File: config.mk
export PLATFORM = sky130hd
export DESIGN_NAME = median_stream_filter
export DESIGN_NICKNAME = d
export VERILOG_FILES = /design/src/rtl/median_stream_filter.sv
export SDC_FILE = /design/constraint.sdc
export NUM_CORES = 2
export LEC_CHECK = 0
export ABC_AREA = 1
export BUFFER_PORTS_ARGS = -buffer_cell sky130_fd_sc_hd__buf_2
export CAP_MARGIN = 20
export CORE_MARGIN = 2
export CORE_UTILIZATION = 45
export DETAILED_ROUTE_END_ITERATION = 7
export PLACE_DENSITY = 0.58
export SLEW_MARGIN = 20
export SYNTH_ARGS = -nofsm -noshare
export SYNTH_HDL_FRONTEND = slang
export SYNTH_SLANG_ARGS = --single-unit
export TNS_END_PERCENT = 100
File: constraint.sdc
create_clock -name clk -period 17.43 [get_ports clk]
set_clock_uncertainty 0.05 [all_clocks]
set_input_delay 3.486 -clock clk [delete_from_list [all_inputs] [get_ports clk]]
set_output_delay 3.486 -clock clk [all_outputs]
set_load 0.05 [all_outputs]
File: src/rtl/median_stream_filter.sv
// Streaming 3x3 rank filter (median/min/max) with line buffers, raster bookkeeping
// and a three-register rank pipeline; accepted pixel in cycle N yields output in N+3.
module median_stream_filter #(
    parameter int PIX_W = 8,
    parameter int IMG_W = 64,
    parameter int IMG_H = 64,
    parameter int CNT_W = 12
) (
    input  logic             clk,
    input  logic             rst_n,
    input  logic [1:0]       mode,
    input  logic             in_valid,
    input  logic             in_sof,
    input  logic [PIX_W-1:0] in_pix,
    output logic             out_valid,
    output logic [PIX_W-1:0] out_pix,
    output logic             out_eol,
    output logic             done,
    output logic             sof_err
);
    localparam int AW = $clog2(IMG_W);
    localparam logic [CNT_W-1:0] LAST_COL = CNT_W'(IMG_W - 1);
    localparam logic [CNT_W-1:0] LAST_ROW = CNT_W'(IMG_H - 1);

    typedef enum logic { IDLE, ACTIVE } state_t;
    typedef enum logic [1:0] { RANK_MED, RANK_MIN, RANK_MAX } rank_t;

    function automatic logic [PIX_W-1:0] min2(input logic [PIX_W-1:0] a, input logic [PIX_W-1:0] b);
        return (a < b) ? a : b;
    endfunction
    function automatic logic [PIX_W-1:0] max2(input logic [PIX_W-1:0] a, input logic [PIX_W-1:0] b);
        return (a < b) ? b : a;
    endfunction
    function automatic logic [PIX_W-1:0] min3(input logic [PIX_W-1:0] a, input logic [PIX_W-1:0] b,
                                              input logic [PIX_W-1:0] c);
        return min2(min2(a, b), c);
    endfunction
    function automatic logic [PIX_W-1:0] max3(input logic [PIX_W-1:0] a, input logic [PIX_W-1:0] b,
                                              input logic [PIX_W-1:0] c);
        return max2(max2(a, b), c);
    endfunction
    function automatic logic [PIX_W-1:0] med3(input logic [PIX_W-1:0] a, input logic [PIX_W-1:0] b,
                                              input logic [PIX_W-1:0] c);
        return max2(min2(a, b), min2(max2(a, b), c));
    endfunction
    function automatic rank_t decode_mode(input logic [1:0] m);
        case (m)
            2'd1:    return RANK_MIN;
            2'd2:    return RANK_MAX;
            default: return RANK_MED;
        endcase
    endfunction

    state_t           state_q, state_d;
    logic [CNT_W-1:0] row_q, row_d, col_q, col_d;
    rank_t            rank_q, rank_d;
    logic             sof_err_d;

    logic             acc, win_ok, eol_flag, last_flag;
    logic [CNT_W-1:0] cur_row, cur_col;
    rank_t            cur_rank;

    always_comb begin
        state_d   = state_q;
        row_d     = row_q;
        col_d     = col_q;
        rank_d    = rank_q;
        sof_err_d = 1'b0;
        acc       = 1'b0;
        cur_row   = row_q;
        cur_col   = col_q;
        cur_rank  = rank_q;
        // An SOF pixel always restarts the frame at (0,0), abandoning any frame in progress.
        if (in_valid && in_sof) begin
            acc       = 1'b1;
            cur_row   = '0;
            cur_col   = '0;
            cur_rank  = decode_mode(mode);
            rank_d    = cur_rank;
            sof_err_d = (state_q == ACTIVE);
        end else if (in_valid && state_q == ACTIVE) begin
            acc = 1'b1;
        end
        if (acc) begin
            state_d = ACTIVE;
            if (cur_col == LAST_COL) begin
                col_d = '0;
                if (cur_row == LAST_ROW) begin
                    row_d   = '0;
                    state_d = IDLE;
                end else begin
                    row_d = cur_row + CNT_W'(1);
                end
            end else begin
                col_d = cur_col + CNT_W'(1);
                row_d = cur_row;
            end
        end
    end

    assign win_ok    = (cur_row >= CNT_W'(2)) && (cur_col >= CNT_W'(2));
    assign eol_flag  = (cur_col == LAST_COL);
    assign last_flag = eol_flag && (cur_row == LAST_ROW);

    logic [PIX_W-1:0] lb1 [IMG_W];
    logic [PIX_W-1:0] lb2 [IMG_W];
    logic [AW-1:0]    col_idx;
    logic [PIX_W-1:0] up1, up2, c_lo, c_mid, c_hi;

    assign col_idx = cur_col[AW-1:0];
    assign up1     = lb1[col_idx];
    assign up2     = lb2[col_idx];
    assign c_lo    = min3(up2, up1, in_pix);
    assign c_mid   = med3(up2, up1, in_pix);
    assign c_hi    = max3(up2, up1, in_pix);

    // The window holds already column-sorted triples, so it doubles as the first pipeline stage.
    logic [PIX_W-1:0] win_lo [3];
    logic [PIX_W-1:0] win_mid [3];
    logic [PIX_W-1:0] win_hi [3];

    always_ff @(posedge clk) begin
        if (acc) begin
            lb1[col_idx] <= in_pix;
            lb2[col_idx] <= up1;
            win_lo[0]  <= win_lo[1];
            win_lo[1]  <= win_lo[2];
            win_lo[2]  <= c_lo;
            win_mid[0] <= win_mid[1];
            win_mid[1] <= win_mid[2];
            win_mid[2] <= c_mid;
            win_hi[0]  <= win_hi[1];
            win_hi[1]  <= win_hi[2];
            win_hi[2]  <= c_hi;
        end
    end

    logic             v1_q, eol1_q, last1_q;
    rank_t            rank1_q;
    logic             v2_q, eol2_q, last2_q;
    rank_t            rank2_q;
    logic [PIX_W-1:0] a2_q, b2_q, c2_q;
    logic [PIX_W-1:0] a2_d, b2_d, c2_d;

    always_comb begin
        a2_d = '0;
        b2_d = '0;
        c2_d = '0;
        case (rank1_q)
            RANK_MIN: a2_d = min3(win_lo[0], win_lo[1], win_lo[2]);
            RANK_MAX: a2_d = max3(win_hi[0], win_hi[1], win_hi[2]);
            default: begin
                a2_d = max3(win_lo[0], win_lo[1], win_lo[2]);
                b2_d = med3(win_mid[0], win_mid[1], win_mid[2]);
                c2_d = min3(win_hi[0], win_hi[1], win_hi[2]);
            end
        endcase
    end

    always_ff @(posedge clk or negedge rst_n) begin
        if (!rst_n) begin
            state_q   <= IDLE;
            row_q     <= '0;
            col_q     <= '0;
            rank_q    <= RANK_MED;
            sof_err   <= 1'b0;
            v1_q      <= 1'b0;
            eol1_q    <= 1'b0;
            last1_q   <= 1'b0;
            rank1_q   <= RANK_MED;
            v2_q      <= 1'b0;
            eol2_q    <= 1'b0;
            last2_q   <= 1'b0;
            rank2_q   <= RANK_MED;
            a2_q      <= '0;
            b2_q      <= '0;
            c2_q      <= '0;
            out_valid <= 1'b0;
            out_pix   <= '0;
            out_eol   <= 1'b0;
            done      <= 1'b0;
        end else begin
            state_q   <= state_d;
            row_q     <= row_d;
            col_q     <= col_d;
            rank_q    <= rank_d;
            sof_err   <= sof_err_d;
            v1_q      <= acc && win_ok;
            eol1_q    <= eol_flag;
            last1_q   <= last_flag;
            rank1_q   <= cur_rank;
            v2_q      <= v1_q;
            eol2_q    <= eol1_q;
            last2_q   <= last1_q;
            rank2_q   <= rank1_q;
            a2_q      <= a2_d;
            b2_q      <= b2_d;
            c2_q      <= c2_d;
            out_valid <= v2_q;
            out_pix   <= (rank2_q == RANK_MED) ? med3(a2_q, b2_q, c2_q) : a2_q;
            out_eol   <= v2_q && eol2_q;
            done      <= v2_q && last2_q;
        end
    end
endmodule
==> metrics.txt <==
Post-Route M1 WL 59100 um; ys flop type edfxtp_1; NetSw 4.35 mW; global route overflow 0; die width 332 um; Yosys reg bits 1167; CP max-delay cell buf_4; crit-path max FO 65; Layout Area Growth over Synthesis 12.0%; Post-Syn Area 48400 um2; GRT Resource Usage Total 0.254; final hold vios 0; Final Cycle Share 0.718; Post-Route WL 141000 um; crit path from in_valid; Skew-Pair Late Insertion Delay 0.72 ns; drt drc 0; die height 332 um; fillcell total 9217; metal3 WL 13400 um; Post-Synth Adder-Cell Area 0.0305; Cell Pwr Density 197 nW/um2; Cells after Synth 3770; RSZ-0062 raised after global routing no; final worst path period need 12.52 ns; Routed WL per cell 26.3 um; Simple-Gate Fraction of Synth Area 0.110; Cells after DPL 5154; row count 120; CTS Buffer Depth 3; H-tree depth 3; Clock transition at path regs 0.06 ns; Distinct cells, synth 58; Seq pwr share 0.356; Antenna Nets Post-Route 0; Syn Nets 3902; Ports 26; PortBufs 25; CTS sink cnt 1167; Slew @ Worst Pin 1.13 ns; CTS Hold Bufs 0; Max Cap Violations 0; clk root buf clkbuf_16; area of the die 110000 um2; initial antenna violation count 6; post-synthesis compound-gate area fraction 0.102; vias post-DR 31400; Post-CTS Resized 0; max-slew violation count 0; WP data required 17.82 ns; hold crit path type reg2reg; CTS Buf Count 118; GP Congestion 0.879; Crit Path Class in2reg; largest net degree at the start of global routing 86; xor/xnor share of the synthesized area 0.00235; Initial Util 0.453; commonest non-fill, non-tap cell in the layout edfxtp_1; Synth warnings 0; Reg-to-Reg End win_mid[0][20]$_DFFE_PP_; hpwl dp 84300 um; EDFF count, synth 1096; multiplexer share of the synthesized area 0; Internal 6.34 mW; CP max stage delay 0.68 ns; CORE AREA 107000 um2; Critical Path AT 12.91 ns; top cells by area, synth edfxtp_1, nand2_1, dfrtp_1, ha_1, o21ai_0; status completed; top cell type's share of synthesized area 0.679; Synth area leader edfxtp_1; Critical Path Most Common Cell nand2_1; Max Used Layer met4; clock share of power 0.227; Final setup viols 0; Fmax 79.9 MHz; CTS tree done; vias in the first global route 30100; sw frac 0.407; Layout Cells excl Fill 5373; postcts setup bufs 0; RR Startpoint col_q[0]$_DFFE_PN0P_; First-pass DRT Iterations 7; Worst Hold Endpoint last2_q$_DFF_PN0_; Max transition margin 0.238; Static Leak 19.3 nW; hold path cells 0; vias per cell 5.85; commonest non-fill, non-tap cells in the layout edfxtp_1, nand2_1, nor2_1, inv_1, o21ai_0; Total Nets Final 4003; Async SR Flop Fraction 0.0608; met2 WL 64100 um; first-pass GRT wire length 206000 um; startpoint types input pin; main combinational cell family by area after synthesis simple AND/OR/NAND/NOR gates; initial drt markers 3805; Fin Setup TNS 0 ns; min-delay src last1_q$_DFF_PN0_; sequential element share of the synthesized area 0.716; share of cells above drive strength 1 0.100; combinational cell fraction of total power 0.417; syn_area_per_cell 12.8 um2; Worst Reg-to-Reg Cells 32; R2R setup slack 8.18 ns; Critical Path Sink Type register; VDD IR max 166 uV
cell usage after synthesis, types with 15 or more instances:
cell type and number:
nand2_1 600, edfxtp_1 1096, dfrtp_1 71, o21ai_0 230
o21ai_1 19, a21oi_1 116, o22ai_1 184, nor3_1 15
a22oi_1 28, nand4_1 22, inv_1 258, nand3_1 177
o31ai_1 18, buf_4 20, nor2_1 297, ha_1 118
o211ai_1 43, o41ai_1 36, nor4_1 16, buf_2 59
a211oi_1 26, clkbuf_1 79, o221ai_1 20, nand3b_1 53
or2_2 15, a221oi_1 15
registers in the layout (all words and copies together), names as in the netlist, 2 cells and up:
register / count
a2_q: 8
b2_q: 8
c2_q: 8
col_q: 12
lb1: 512
lb2: 512
out_pix: 8
rank1_q: 2
rank2_q: 2
row_q: 12
win_hi: 24
win_lo: 24
win_mid: 24
critical path: cells and delay by family:
kind                       cells  cell delay [ns]
AOI/OAI and AO/OA              9             2.71
and+or+nand+nor               15             2.89
buffers and inverters          8             2.75
adders and majority gates      3             0.96
metal layers:
metal | GRT usage | up-vias
li1 | - | 14100
met1 | 0.362 | 15600
met2 | 0.391 | 1447
met3 | 0.0501 | 242
met4 | 0.0896 | 0
met5 | 0 | -
power groups by stage:
stage | clock, mW | combinational (mW) | sequential [mW]
2_1_floorplan | 0 | 2.94 | 3.89
3_3_place_gp | 0 | 4.36 | 3.86
3_5_place_dp | 0 | 4.43 | 3.87
4_1_cts | 2.46 | 4.44 | 3.81
5_1_grt | 2.57 | 5.05 | 3.82
6_report | 2.43 | 4.45 | 3.81
cells by family after synthesis:
kind of cell               count (synthesis)
adders and majority gates                118
xor gates and xnor gates                  13
buffers and inverters                    450
DFF                                     1167
and+or+nand+nor                         1227
AOI/OAI and AO/OA                        795
how the worst max path moves through the flow:
stage / slack, ns / end / cells after the start
after global routing: 3.99 / win_mid[0][23]$_DFFE_PP_ / 35
after CTS: 4.80 / win_mid[0][20]$_DFFE_PP_ / 35
final: 4.91 / win_mid[0][20]$_DFFE_PP_ / 35
after global placement: 4.15 / win_mid[0][20]$_DFFE_PP_ / 35
after floorplan: 4.15 / win_mid[0][22]$_DFFE_PP_ / 39
after detailed placement: 4.05 / win_mid[0][20]$_DFFE_PP_ / 35
area by class of cell:
| type | instances | area [um2] | share of cell area |
|---|---|---|---|
| flip-flops and latches | 1167 | 34700 | 0.639 |
| well taps | 1403 | 1760 | 0.0324 |
| inverters | 273 | 1030 | 0.0191 |
| multi-input cells | 2153 | 11900 | 0.220 |
| diodes | 1 | 2.50 | 0.0000461 |
| clock buffers | 148 | 3070 | 0.0565 |
| repair buffers | 158 | 1150 | 0.0212 |
| clock inverters | 70 | 599 | 0.0110 |
per-stage QoR:
step | hold slack [ns] | power (mW) | worst slack [ns] | cell area (um2) | utilization
2_1_floorplan | 0.281 | 6.83 | 4.15 | 48400 | -
3_3_place_gp | 0.284 | 8.23 | 4.15 | 50600 | 0.473
3_5_place_dp | 0.286 | 8.30 | 4.05 | 50600 | 0.473
4_1_cts | 0.299 | 10.7 | 4.80 | 54200 | 0.507
5_1_grt | 0.306 | 11.4 | 3.99 | 54200 | 0.507
6_report | 0.298 | 10.7 | 4.91 | 54200 | 0.507
Note: power is estimated with default switching activity, not from simulation.
